File: src/rtl/msk_pkg.sv
// Shared types and defaults for the MSK frame receiver: FSM state encoding,
// default bit period / sync word, and payload byte width.
package msk_pkg;

  typedef enum logic [1:0] {
    ST_HUNT    = 2'd0,
    ST_LEN     = 2'd1,
    ST_PAYLOAD = 2'd2
  } msk_state_t;

  localparam int          MSK_SPB_DEF  = 20;
  localparam logic [15:0] MSK_SYNC_DEF = 16'hFF1A;
  localparam int          MSK_BYTE_W   = 8;

endpackage

File: src/rtl/msk_bit_sync.sv
// Bit-timing recovery: free-running phase counter re-aligned on every data edge,
// strobing the live input once per bit at mid-bit; combinational strobe, no backpressure.
module msk_bit_sync #(
  parameter int SPB     = 20,
  parameter int MID_ADJ = 0
) (
  input  logic clk,
  input  logic reset_n,
  input  logic data_in,
  output logic sample_stb,
  output logic sample_bit
);

  localparam int                PH_W      = $clog2(SPB);
  localparam logic [PH_W-1:0]   SAMPLE_PH = PH_W'(SPB / 2 + MID_ADJ);
  localparam logic [PH_W-1:0]   LAST_PH   = PH_W'(SPB - 1);

  logic            data_q;
  logic            data_edge;
  logic [PH_W-1:0] phase;

  assign data_edge = data_in ^ data_q;

  always_ff @(posedge clk or negedge reset_n) begin
    if (!reset_n) begin
      data_q <= 1'b0;
      phase  <= '0;
    end else begin
      data_q <= data_in;
      if (data_edge || (phase == LAST_PH)) begin
        phase <= '0;
      end else begin
        phase <= phase + 1'b1;
      end
    end
  end

  // A transition landing on the sample phase means the bit centre is unreliable; skip it.
  assign sample_stb = (phase == SAMPLE_PH) && !data_edge;
  assign sample_bit = data_in;

endmodule

File: src/rtl/msk_frame_rx.sv
// Sync-word hunt, length capture and MSB-first byte assembly over a hard-decision bit stream;
// byte_valid one clk after the 8th bit strobe, no backpressure (bytes are dropped if unread).
module msk_frame_rx
  import msk_pkg::*;
#(
  parameter int          SPB       = MSK_SPB_DEF,
  parameter logic [15:0] SYNC_WORD = MSK_SYNC_DEF,
  parameter int          MID_ADJ   = 0
) (
  input  logic                  clk,
  input  logic                  reset_n,
  input  logic                  data_in,
  output logic [MSK_BYTE_W-1:0] byte_out,
  output logic                  byte_valid,
  output logic                  sof,
  output logic                  eof,
  output logic                  sync_lock
);

  logic sample_stb;
  logic sample_bit;

  msk_bit_sync #(
    .SPB     (SPB),
    .MID_ADJ (MID_ADJ)
  ) u_bit_sync (
    .clk        (clk),
    .reset_n    (reset_n),
    .data_in    (data_in),
    .sample_stb (sample_stb),
    .sample_bit (sample_bit)
  );

  msk_state_t            state, state_nxt;
  logic [15:0]           shift_reg, shift_reg_nxt;
  logic [2:0]            bit_cnt, bit_cnt_nxt;
  logic [MSK_BYTE_W-1:0] len_reg, len_reg_nxt;
  logic [MSK_BYTE_W-1:0] asm_reg, asm_reg_nxt;
  logic [MSK_BYTE_W-1:0] byte_cnt, byte_cnt_nxt;
  logic [MSK_BYTE_W-1:0] byte_out_nxt;
  logic                  byte_valid_nxt, sof_nxt, eof_nxt, sync_lock_nxt;

  always_ff @(posedge clk or negedge reset_n) begin
    if (!reset_n) begin
      state      <= ST_HUNT;
      shift_reg  <= '0;
      bit_cnt    <= '0;
      len_reg    <= '0;
      asm_reg    <= '0;
      byte_cnt   <= '0;
      byte_out   <= '0;
      byte_valid <= 1'b0;
      sof        <= 1'b0;
      eof        <= 1'b0;
      sync_lock  <= 1'b0;
    end else begin
      state      <= state_nxt;
      shift_reg  <= shift_reg_nxt;
      bit_cnt    <= bit_cnt_nxt;
      len_reg    <= len_reg_nxt;
      asm_reg    <= asm_reg_nxt;
      byte_cnt   <= byte_cnt_nxt;
      byte_out   <= byte_out_nxt;
      byte_valid <= byte_valid_nxt;
      sof        <= sof_nxt;
      eof        <= eof_nxt;
      sync_lock  <= sync_lock_nxt;
    end
  end

  always_comb begin
    state_nxt      = state;
    shift_reg_nxt  = shift_reg;
    bit_cnt_nxt    = bit_cnt;
    len_reg_nxt    = len_reg;
    asm_reg_nxt    = asm_reg;
    byte_cnt_nxt   = byte_cnt;
    byte_out_nxt   = byte_out;
    byte_valid_nxt = 1'b0;
    sof_nxt        = 1'b0;
    eof_nxt        = 1'b0;
    sync_lock_nxt  = sync_lock;

    if (sample_stb) begin
      unique case (state)
        ST_HUNT: begin
          shift_reg_nxt = {shift_reg[14:0], sample_bit};
          if (shift_reg_nxt == SYNC_WORD) begin
            state_nxt     = ST_LEN;
            bit_cnt_nxt   = '0;
            sync_lock_nxt = 1'b1;
          end
        end
        ST_LEN: begin
          len_reg_nxt = {len_reg[MSK_BYTE_W-2:0], sample_bit};
          bit_cnt_nxt = bit_cnt + 3'd1;
          if (bit_cnt == 3'd7) begin
            byte_cnt_nxt = '0;
            if (len_reg_nxt == '0) begin
              state_nxt     = ST_HUNT;
              sync_lock_nxt = 1'b0;
            end else begin
              state_nxt = ST_PAYLOAD;
            end
          end
        end
        ST_PAYLOAD: begin
          asm_reg_nxt = {asm_reg[MSK_BYTE_W-2:0], sample_bit};
          bit_cnt_nxt = bit_cnt + 3'd1;
          if (bit_cnt == 3'd7) begin
            byte_out_nxt   = asm_reg_nxt;
            byte_valid_nxt = 1'b1;
            sof_nxt        = (byte_cnt == '0);
            byte_cnt_nxt   = byte_cnt + 1'b1;
            // Last byte: drop lock alongside eof and hunt from a clean shift register.
            if (byte_cnt_nxt == len_reg) begin
              eof_nxt       = 1'b1;
              state_nxt     = ST_HUNT;
              shift_reg_nxt = '0;
              sync_lock_nxt = 1'b0;
            end
          end
        end
        default: state_nxt = ST_HUNT;
      endcase
    end
  end

endmodule

File: config.mk
export PLATFORM = sky130hd
export DESIGN_NAME = msk_frame_rx
export DESIGN_NICKNAME = d
export VERILOG_FILES = /design/src/rtl/msk_pkg.sv /design/src/rtl/msk_bit_sync.sv /design/src/rtl/msk_frame_rx.sv
export SDC_FILE = /design/constraint.sdc
export NUM_CORES = 1
export LEC_CHECK = 0
export BUFFER_PORTS_ARGS = -buffer_cell sky130_fd_sc_hd__buf_2
export CAP_MARGIN = 40
export CELL_PAD_IN_SITES_DETAIL_PLACEMENT = 0
export CELL_PAD_IN_SITES_GLOBAL_PLACEMENT = 1
export CORE_MARGIN = 4
export CORE_UTILIZATION = 42
export CTS_CLUSTER_DIAMETER = 120
export CTS_CLUSTER_SIZE = 16
export DETAILED_ROUTE_END_ITERATION = 12
export PLACE_DENSITY_LB_ADDON = 0.1
export SETUP_SLACK_MARGIN = 0.3
export SLEW_MARGIN = 40
export SYNTH_ARGS = -nofsm -noshare
export SYNTH_HDL_FRONTEND = slang
export SYNTH_SLANG_ARGS = --single-unit
File: constraint.sdc
create_clock -name clk -period 3.3 [get_ports clk]
set_input_delay 0.66 -clock clk [delete_from_list [all_inputs] [get_ports clk]]
set_output_delay 0.66 -clock clk [all_outputs]
set_load 0.02 [all_outputs]
==> results of run 1 <==
## cell type report
type | instances | area [sq um] | area share (%)
sequential | 61 | 1530 | 45.6
clock buffer | 9 | 124 | 3.70
multi-input combinational | 209 | 1370 | 40.7
timing repair buffer | 20 | 115 | 3.44
tap | 96 | 120 | 3.58
inverter | 13 | 48.8 | 1.46
clock inverter | 7 | 51.3 | 1.53
## worst min path at each step
| stage | from | endpoint | slack (ns) |
|---|---|---|---|
| detailed placement | asm_reg[6] | byte_out[7] | 0.46 |
| finish | reset_n | asm_reg[2] | 0.31 |
| global placement | asm_reg[6] | byte_out[7] | 0.45 |
| global route | reset_n | byte_cnt[5] | 0.34 |
| floorplan | reset_n | asm_reg[0] | 0.36 |
| CTS | reset_n | byte_out[5] | 0.31 |
## metrics by stage
step / hold WS (ns) / total power, mW
2_1_floorplan: 0.364 / 0.820
3_3_place_gp: 0.447 / 0.849
3_5_place_dp: 0.455 / 0.850
4_1_cts: 0.310 / 1.45
5_1_grt: 0.336 / 1.49
6_report: 0.311 / 1.43
## report_power, final
group / internal (mW) / switching (mW) / leakage (nW) / total [mW]
combinational: 0.0200 / 0.0324 / 0.694 / 0.0524
clock: 0.274 / 0.318 / 0.0856 / 0.592
sequential: 0.764 / 0.0170 / 0.755 / 0.781
## critical path: stages, from the launching register on
cell	delay, ns
dfrtp_1	0.47
ha_1	0.33
nand3_2	0.13
or3_1	0.38
a211oi_2	0.26
nand4_2	0.18
a211oi_2	0.30
mux2_2	0.36
## metal layers
layer,wire (microns),global-route usage [%],vias to the layer above
met2,2760,24.2,20
met4,124,8.04,0
li1,-,-,1076
met1,2910,20.3,1042
met3,162,3.33,10
met5,0,0,-
## cells by family after synthesis
family,Yosys count,synth area share [%]
buf+inv,25,3.55
mux,19,6.97
flops,61,50.9
compound gates,61,13.4
xor+xnor,11,3.21
simple gates,108,17.8
fa+ha+maj,10,4.17
## placed cells by master, fill, tap and decap left out, drive strengths merged, types with 2 or more instances in the layout
cell type / instances
mux2: 15
clkbuf: 9
nand2: 53
and3: 2
nor4: 3
nor2b: 4
nor2: 14
a31oi: 3
inv: 13
a211oi: 2
nand4: 7
dfrtp: 61
a22oi: 14
xnor2: 6
nor3: 3
xor2: 5
o21ai: 31
ha: 10
nand3: 9
o211ai: 2
mux2i: 4
clkinv: 5
o31ai: 2
clkinvlp: 2
or3: 2
nand4bb: 2
o41ai: 2
buf: 20
a21oi: 2
==> flow_metrics.env, run 1 <==
export IMPL_drt_total_wl_microns=5960
export IMPL_critPathKind="flop to flop"
export IMPL_report_final_slew_viol_count=0
export IMPL_fin_tns_setup_ns=0
export IMPL_tightest_slew_ns=0.627
export IMPL_cts_buffers=9
export IMPL_synth_area_leaders="dfrtp_1, nand2_1, mux2_2"
export IMPL_initial_core_util_pct=43.6
export IMPL_end_kind="flop"
export IMPL_crit_path_max_fanout=8
export IMPL_clock_skew_final_ns=0.0112
export IMPL_synth_most_common_cell="dfrtp_1"
export IMPL_cp_startpoint="byte_cnt[0]"
export IMPL_cts_path_max_buffers=2
export IMPL_antenna_found_initial=0
export IMPL_detail_route_wl_per_cell_microns=14.3
export IMPL_syn_to_final_growth_pct=11.8
export IMPL_r2r_end="state[1]"
export IMPL_grtUsageTotal_pct=15.5
export IMPL_post_cts_buffers=0
export IMPL_cts_tree="done"
export IMPL_leakage_nw=1.53
export IMPL_nets=327
export IMPL_period_share_pct=76.6
export IMPL_die_w_microns=92.5
export IMPL_post_route_min_period_ns=2.53
export IMPL_synth_top_area_share_pct=50.9
export IMPL_place_gp_congestion=0.791
export IMPL_dp_cells=399
export IMPL_num_vias=2148
export IMPL_fmax_ghz=0.396
export IMPL_cts_root_buffer="clkbuf_8"
export IMPL_arrival_ns=2.75
export IMPL_n_antenna_cell=0
export IMPL_reg2reg_depth=7
export IMPL_synth_cells=295
export IMPL_ant_nets=0
export IMPL_final_util_pct=48.8
export IMPL_post_cts_resize_count=0
export IMPL_ios=15
export IMPL_synth_async_reset_ratio_pct=100
export IMPL_clkSlewWorstSetupHoldPaths_ns=0.08
export IMPL_holdBufCountCts=0
export IMPL_peakVddDrop_v=0.000192
export IMPL_seq_area_frac_synth_pct=50.9
export IMPL_synth_flop_cell="dfrtp_1"
export IMPL_maxCapViolCount=0
export IMPL_fin_area_sq_um=3350
export IMPL_ctsHtreeMaxLevel=3
export IMPL_relSlewSlack_pct=58.0
export IMPL_drtIter0Drc=114
export IMPL_grt_pass1_wl_microns=10500
export IMPL_coreArea_sq_um=6870
export IMPL_finalSetupViolCount=0
export IMPL_dpl_hpwl_microns=4070
export IMPL_ys_ff_latch=61
export IMPL_rows=30
export IMPL_place_area_sq_um=3180
export IMPL_largest_register_ff_count=15
export IMPL_power_density_nw_per_um2=425
export IMPL_io_buffers=14
export IMPL_nFillCells=661
export IMPL_required_ns=3.52
export IMPL_syn_cell_area_sq_um=3000
export IMPL_yosysUniqueCellTypes=47
export IMPL_dr_pass1_iters=4
export IMPL_grt_ovfl_total=0
export IMPL_route_detailed_drc=0
export IMPL_status="completed"
export IMPL_hold_path_class="input port to asynchronous set/reset pin"
export IMPL_place_ws_ns=0.762
export IMPL_viasPerCell=5.18
export IMPL_start_kind="flop"
export IMPL_r2r_start="byte_cnt[0]"
export IMPL_clock_sinks=61
export IMPL_yosysTopAreaCell="dfrtp_1"
export IMPL_die_h_microns=92.5
export IMPL_grt_max_degree=37
export IMPL_synth_edf_count=0
export IMPL_finalHoldViolCount=0
export IMPL_endpoint="state[1]"
export IMPL_syn_nets=308
export IMPL_die_area_sq_um=8550
export IMPL_fin_ws_ns=0.772
export IMPL_synth_avg_cell_area_sq_um=10.2
export IMPL_drive_above_1_share_pct=18.5
export IMPL_clock_latency_ns=0.34
export IMPL_instances_no_fill=415
export IMPL_yosys_top_cells_count="dfrtp_1, nand2_1, o21ai_0"
export IMPL_ys_warnings_count=0
export IMPL_r2r_slack_ns=0.77
export IMPL_rsz0062_at_grt="false"
export IMPL_grt_pass1_vias=2200
Note: power is estimated with default switching activity, not from simulation.
==> run 2, diff against run 1 <==
--- a/config.mk
+++ b/config.mk
@@ -5,6 +5,7 @@
 export SDC_FILE = /design/constraint.sdc
 export NUM_CORES = 1
 export LEC_CHECK = 0
+export ABC_AREA = 1
 export BUFFER_PORTS_ARGS = -buffer_cell sky130_fd_sc_hd__buf_2
 export CAP_MARGIN = 40
 export CELL_PAD_IN_SITES_DETAIL_PLACEMENT = 0
==> constraint.sdc (replaced) <==
create_clock -name clk -period 2.63 [get_ports clk]
set_input_delay 0.526 -clock clk [delete_from_list [all_inputs] [get_ports clk]]
set_output_delay 0.526 -clock clk [all_outputs]
set_load 0.02 [all_outputs]
==> run 2 against run 1 <==
  * Cell count up 5.3%
  * Die area is 3.2% lower
  * Largest cell class unchanged
  * Critical endpoint is now byte_cnt[7]
  * Sequential share of layout area rose by 0.83 points
  * Utilization up 1.6 points
  * Largest power group unchanged
==> flow_metrics.env, run 2 <==
export IMPL_syn_cell_area_sq_um=2890
export IMPL_layout_commonest_cell="nand2_1"
export IMPL_r2r_start="state[0]"
export IMPL_n_antenna_cell=0
export IMPL_io_buffers=14
export IMPL_post_route_min_period_ns=2.06
export IMPL_syn_to_final_growth_pct=13.8
export IMPL_synth_flop_cell="dfrtp_1"
export IMPL_dpl_hpwl_microns=4210
export IMPL_cts_buffers=9
export IMPL_ctsHtreeMaxLevel=3
export IMPL_clock_skew_final_ns=0.00919
export IMPL_power_density_nw_per_um2=590
export IMPL_arrival_ns=2.31
export IMPL_reg2reg_depth=6
export IMPL_synth_avg_cell_area_sq_um=8.69
export IMPL_synth_area_leaders="dfrtp_1, nand2_1, inv_1"
export IMPL_critPathKind="flop to flop"
export IMPL_clkSlewWorstSetupHoldPaths_ns=0.07
export IMPL_ys_ff_latch=61
export IMPL_required_ns=2.88
export IMPL_holdWs_ns=0.174
export IMPL_status="completed"
export IMPL_cts_path_max_buffers=2
export IMPL_peakVddDrop_v=0.000411
export IMPL_ios=15
export IMPL_report_final_slew_viol_count=0
export IMPL_layout_common_cells="nand2_1, dfrtp_1, inv_1, o21ai_0, nand3_1"
export IMPL_synth_cells=333
export IMPL_tightest_slew_ns=0.564
export IMPL_grt_max_degree=40
export IMPL_synth_edf_count=0
export IMPL_cts_root_buffer="clkbuf_8"
export IMPL_nets=368
export IMPL_nFillCells=623
export IMPL_dr_pass1_iters=4
export IMPL_maxCapViolCount=0
export IMPL_yosysUniqueCellTypes=31
export IMPL_die_w_microns=91.0
export IMPL_ant_nets=0
export IMPL_place_gp_congestion=0.817
export IMPL_initial_core_util_pct=44.3
export IMPL_seq_area_frac_synth_pct=52.8
export IMPL_route_detailed_drc=0
export IMPL_r2r_end="byte_cnt[7]"
export IMPL_die_area_sq_um=8280
export IMPL_synth_top_area_share_pct=52.8
export IMPL_leakage_nw=1.66
export IMPL_rows=29
export IMPL_finalHoldViolCount=0
export IMPL_viasPerCell=4.93
export IMPL_drive_above_1_share_pct=12.5
export IMPL_coreArea_sq_um=6530
export IMPL_start_kind="flop"
export IMPL_yosys_top_cells_count="nand2_1, dfrtp_1, inv_1"
export IMPL_detail_route_wl_per_cell_microns=13.5
export IMPL_clock_sinks=61
export IMPL_r2r_slack_ns=0.57
export IMPL_end_kind="flop"
export IMPL_syn_nets=346
export IMPL_num_vias=2154
export IMPL_crit_path_max_fanout=24
export IMPL_largest_register_ff_count=15
export IMPL_fin_tns_setup_ns=0
export IMPL_clock_latency_ns=0.34
export IMPL_yosysTopAreaCell="dfrtp_1"
export IMPL_grtUsageTotal_pct=15.9
export IMPL_die_h_microns=91.0
export IMPL_synth_most_common_cell="nand2_1"
export IMPL_hold_path_class="input port to asynchronous set/reset pin"
export IMPL_drtIter0Drc=77
export IMPL_antenna_found_initial=0
export IMPL_grt_pass1_vias=2211
export IMPL_period_share_pct=78.2
export IMPL_drt_total_wl_microns=5910
export IMPL_synth_async_reset_ratio_pct=100
export IMPL_finalSetupViolCount=0
export IMPL_relSlewSlack_pct=62.4
export IMPL_grt_ovfl_total=0
export IMPL_cts_tree="done"
export IMPL_grt_pass1_wl_microns=10400
export IMPL_rsz0062_at_grt="false"
export IMPL_ys_warnings_count=0
export IMPL_fmax_ghz=0.486
export IMPL_fin_total_pwr_mw=1.94
## run 2: cell count changes in the layout (fill, tap and decap cells not counted), sizes merged, moves of 5 or more
cell   delta
a22oi    -13
inv      +29
mux2     -15
nand2    +47
nand3    +18
nor2      +7
o21ai     +5
o22ai     +7
## run 2: final cells by class
| cell class | instances | area, sq um | share of cell area, % |
|---|---|---|---|
| Inverter | 43 | 161 | 4.90 |
| Sequential cell | 61 | 1530 | 46.4 |
| Multi-Input combinational cell | 224 | 1180 | 36.0 |
| Clock buffer | 12 | 155 | 4.71 |
| Timing Repair Buffer | 16 | 97.6 | 2.97 |
| Clock inverter | 4 | 70.1 | 2.13 |
| Tap cell | 77 | 96.3 | 2.93 |
## run 2: metal layers
| metal | routed length [microns] | vias to the layer above | GRT usage [%] | part of all wire, % |
|---|---|---|---|---|
| li1 | - | 1127 | - | - |
| met1 | 2950 | 999 | 21.5 | 50 |
| met2 | 2700 | 16 | 24.0 | 46 |
| met3 | 129 | 12 | 3.22 | 2.2 |
| met4 | 124 | 0 | 8.29 | 2.1 |
| met5 | 0 | - | 0 | 0 |
## run 2: kinds of logic after synthesis
kind of cell	Yosys count	share of synthesized area, %
flip-flops	61	52.8
AO/OA/AOI/OAI	49	9.21
AND/OR/NAND/NOR	162	26.2
XOR/XNOR	3	0.908
adder cells (fa/ha/maj)	10	4.33
buffers and inverters	48	6.57
## run 2: how the worst max path moves through the flow
stage / start / to / slack [ns] / depth (start not counted)
after floorplan: byte_cnt[0] / shift_reg[13] / 0.83 / 14
after global placement: state[0] / byte_cnt[1] / 0.45 / 5
after detailed placement: state[0] / byte_cnt[4] / 0.49 / 5
after CTS: state[0] / byte_cnt[7] / 0.48 / 5
after global routing: state[0] / byte_out[6] / 0.33 / 7
final: state[0] / byte_cnt[7] / 0.57 / 6
## run 2: what timing repair did
action	4_1_cts	5_1_grt
resized for setup	0	1
buffers inserted	0	0
setup endpoints to repair	0	2
hold buffers	0	0
endpoints found under the hold margin	0	0
## run 2: report_power, final
part           internal (mW)  switching (mW)  leakage (nW)
Sequential             0.947         0.00857         0.774
Combinational         0.0146          0.0327         0.768
Clock                  0.582           0.356         0.116
Total                   1.54           0.397          1.66
## run 2: through the flow
| stage | cell area (sq um) | util (%) | std cells | setup slack, ns |
|---|---|---|---|---|
| global placement | 3060 | 46.8 | 421 | 0.449 |
| CTS | 3280 | 50.3 | 437 | 0.481 |
| finish | 3290 | 50.4 | 437 | 0.574 |
| global route | 3290 | 50.4 | 437 | 0.326 |
| floorplan | 2890 | - | 333 | 0.834 |
| detailed placement | 3060 | 46.8 | 421 | 0.494 |
## run 2: worst max-delay path, stage by stage (launching register included)
cell      delay, ns
dfrtp_1        0.41
inv_1          0.09
ha_1           0.29
clkinv_1       0.39
nor2_4         0.22
nand2_2        0.29
o22ai_1        0.28
==> run 3, diff against run 2 <==
==> constraint.sdc (replaced) <==
create_clock -name clk -period 1.7 [get_ports clk]
set_input_delay 0.34 -clock clk [delete_from_list [all_inputs] [get_ports clk]]
set_output_delay 0.34 -clock clk [all_outputs]
set_load 0.02 [all_outputs]
==> run 3 against run 2 <==
  * The run now ends with negative setup slack left
  * Global-route usage is 0.63 points higher
  * Die area stayed put
  * Utilization increased by 11 points
  * Fmax increased by 7.2%
  * Cell count grew 9.4%
  * Register-to-register slack got worse by 0.79 ns
  * Final area increased by 21%
  * Count of clock-buffer cells in the layout shrank 1
  * Critical endpoint is now shift_reg[1]
  * Largest power group is now clock
  * Highest routed layer unchanged
==> flow_metrics.env, run 3 (synthesis gave the netlist of run 2 again) <==
export IMPL_period_share_pct=113
export IMPL_ios=15
export IMPL_dpl_hpwl_microns=4300
export IMPL_crit_path_max_fanout=8
export IMPL_layout_commonest_cell="nand2_1"
export IMPL_ant_nets=0
export IMPL_layout_common_cells="nand2_1, dfrtp_1, inv_1, buf_4, nand3_1"
export IMPL_fin_ws_ns=-0.218
export IMPL_violations="negative setup slack"
export IMPL_place_gp_congestion=0.819
export IMPL_relSlewSlack_pct=71.8
export IMPL_detail_route_wl_per_cell_microns=13.5
export IMPL_comb_power_share_pct=2.9
export IMPL_fmax_ghz=0.522
export IMPL_fin_tns_setup_ns=-3.61
export IMPL_dr_pass1_iters=4
export IMPL_pwr_share_clk_pct=50.4
export IMPL_n_antenna_cell=0
export IMPL_syn_to_final_growth_pct=37.7
export IMPL_ctsHtreeMaxLevel=3
export IMPL_hold_path_class="input port to asynchronous set/reset pin"
export IMPL_die_area_sq_um=8280
export IMPL_drtIter0Drc=86
export IMPL_r2r_end="shift_reg[1]"
export IMPL_nets=410
export IMPL_status="finished, violations left"
export IMPL_cp_slowest_cell="dfrtp_1"
export IMPL_reg2reg_depth=13
export IMPL_start_kind="flop"
export IMPL_required_ns=1.90
export IMPL_clkSlewWorstSetupHoldPaths_ns=0.07
export IMPL_clock_sinks=61
export IMPL_p_sw_share_pct=19.5
export IMPL_post_route_min_period_ns=1.92
export IMPL_die_h_microns=91.0
export IMPL_coreArea_sq_um=6530
export IMPL_power_density_nw_per_um2=794
export IMPL_cp_cell_sequence="buf_4, buf_4, nand3_1, o21ai_1, nand2_1, nand2_1, nand2_1, nor2_1, nand3_2, nand2_4, nand2_8, nand2_1, o21ai_0"
export IMPL_clock_latency_ns=0.33
export IMPL_viasPerCell=4.87
export IMPL_rsz0062_at_grt="true"
export IMPL_arrival_ns=2.11
export IMPL_initial_core_util_pct=44.3
export IMPL_grt_pass1_wl_microns=10900
export IMPL_finalSetupViolCount=19
export IMPL_maxCapViolCount=0
export IMPL_peakVddDrop_v=0.000642
export IMPL_critPathTopFamily="simple AND/OR/NAND/NOR gates"
export IMPL_largest_register_ff_count=15
export IMPL_report_final_slew_viol_count=0
export IMPL_cts_buffers=9
export IMPL_tightest_slew_ns=0.423
export IMPL_cts_tree="done"
export IMPL_r2r_start="byte_cnt[1]"
export IMPL_grt_pass1_vias=2346
export IMPL_grt_ovfl_total=0
export IMPL_p_int_mw=2.54
export IMPL_num_vias=2329
export IMPL_route_detailed_drc=0
export IMPL_crit_path_max_incr_delay_ns=0.37
export IMPL_io_buffers=14
export IMPL_rows=29
export IMPL_cts_path_max_buffers=2
export IMPL_end_kind="flop"
export IMPL_critPathMostFrequentCell="nand2_1"
export IMPL_nFillCells=581
export IMPL_cts_root_buffer="clkbuf_8"
export IMPL_worst_path_buf_inv=2
export IMPL_leakage_nw=1.98
export IMPL_instances_no_fill=478
export IMPL_clock_skew_final_ns=0.0115
export IMPL_die_w_microns=91.0
export IMPL_p_switching_uw=618
export IMPL_critPathKind="flop to flop"
export IMPL_critical_path_depth=13
export IMPL_drive_above_1_share_pct=36.2
export IMPL_finalHoldViolCount=0
export IMPL_grt_max_degree=62
export IMPL_drt_total_wl_microns=6450
export IMPL_r2r_slack_ns=-0.22
export IMPL_pwr_share_seq_pct=46.6
export IMPL_grtUsageTotal_pct=16.5
export IMPL_antenna_found_initial=0
export IMPL_dp_cells=449
run 3: changes by cell type in the layout (fill, tap and decap cells not counted), moves of 7 or more:
cell and change:
o21ai_2 +11, buf_4 +30, o21ai_0 -24, nand2_1 -24, o22ai_1 -7, o22ai_2 +7
o21ai_1 +13, nand2_2 +15, nand2_4 +9
run 3: cell type report:
class | instances | area [sq um] | share of cell area (%)
Tap cell | 77 | 96.3 | 2.42
Clock buffer | 11 | 151 | 3.80
Sequential cell | 61 | 1530 | 38.4
Timing Repair Buffer | 56 | 478 | 12.0
Multi-Input combinational cell | 226 | 1460 | 36.6
Inverter | 43 | 178 | 4.46
Clock inverter | 4 | 95.1 | 2.39
run 3: worst reg2reg max path: cells and delay by family (launching register included):
| kind | cells | cell delay, ns |
|---|---|---|
| buf+inv | 2 | 0.21 |
| compound gates | 2 | 0.28 |
| simple gates | 9 | 0.93 |
| flops | 1 | 0.37 |
run 3: stage by stage:
stage	hold WS (ns)	area [sq um]	setup slack (ns)	total power, mW	utilization (%)
6_report	0.00865	3980	-0.218	3.16	61.0
4_1_cts	0.00895	3810	-0.211	3.22	58.3
3_3_place_gp	0.376	3300	-0.124	1.59	50.5
2_1_floorplan	0.0444	2940	-0.0511	1.53	-
3_5_place_dp	0.373	3300	-0.215	1.60	50.5
5_1_grt	0.0202	3980	-0.400	3.30	61.0
run 3: per-layer routing:
layer | part of all wire [%] | routed length (microns) | up-vias | track usage (%)
met5 | 0 | 0 | - | 0
met4 | 1.9 | 123 | 0 | 7.16
met3 | 2.2 | 142 | 9 | 2.81
met2 | 50 | 3210 | 22 | 27.2
met1 | 46 | 2970 | 1088 | 21.4
li1 | - | - | 1210 | -
run 3: repair_timing:
action                                  CTS  global route
hold buffers                              0             0
cloned                                    2             2
pin swaps                                 7            10
endpoints found under the setup margin   55            55
gates resized for setup                  77            29
buffers inserted                          5             5
run 3: how the worst max path moves through the flow:
stage	slack, ns	startpoint	endpoint
4_1_cts	-0.21	byte_cnt[0]	shift_reg[1]
3_5_place_dp	-0.22	byte_cnt[0]	shift_reg[0]
5_1_grt	-0.40	byte_cnt[1]	shift_reg[1]
6_report	-0.22	byte_cnt[1]	shift_reg[1]
2_1_floorplan	-0.05	byte_cnt[0]	shift_reg[13]
3_3_place_gp	-0.12	byte_cnt[0]	shift_reg[0]
run 3: power groups by stage:
stage | Combinational (mW) | Sequential [mW] | Clock, mW
6_report | 0.0931 | 1.47 | 1.59
5_1_grt | 0.107 | 1.47 | 1.71
4_1_cts | 0.0976 | 1.47 | 1.64
3_5_place_dp | 0.0953 | 1.50 | 0
3_3_place_gp | 0.0936 | 1.50 | 0
2_1_floorplan | 0.0303 | 1.50 | 0
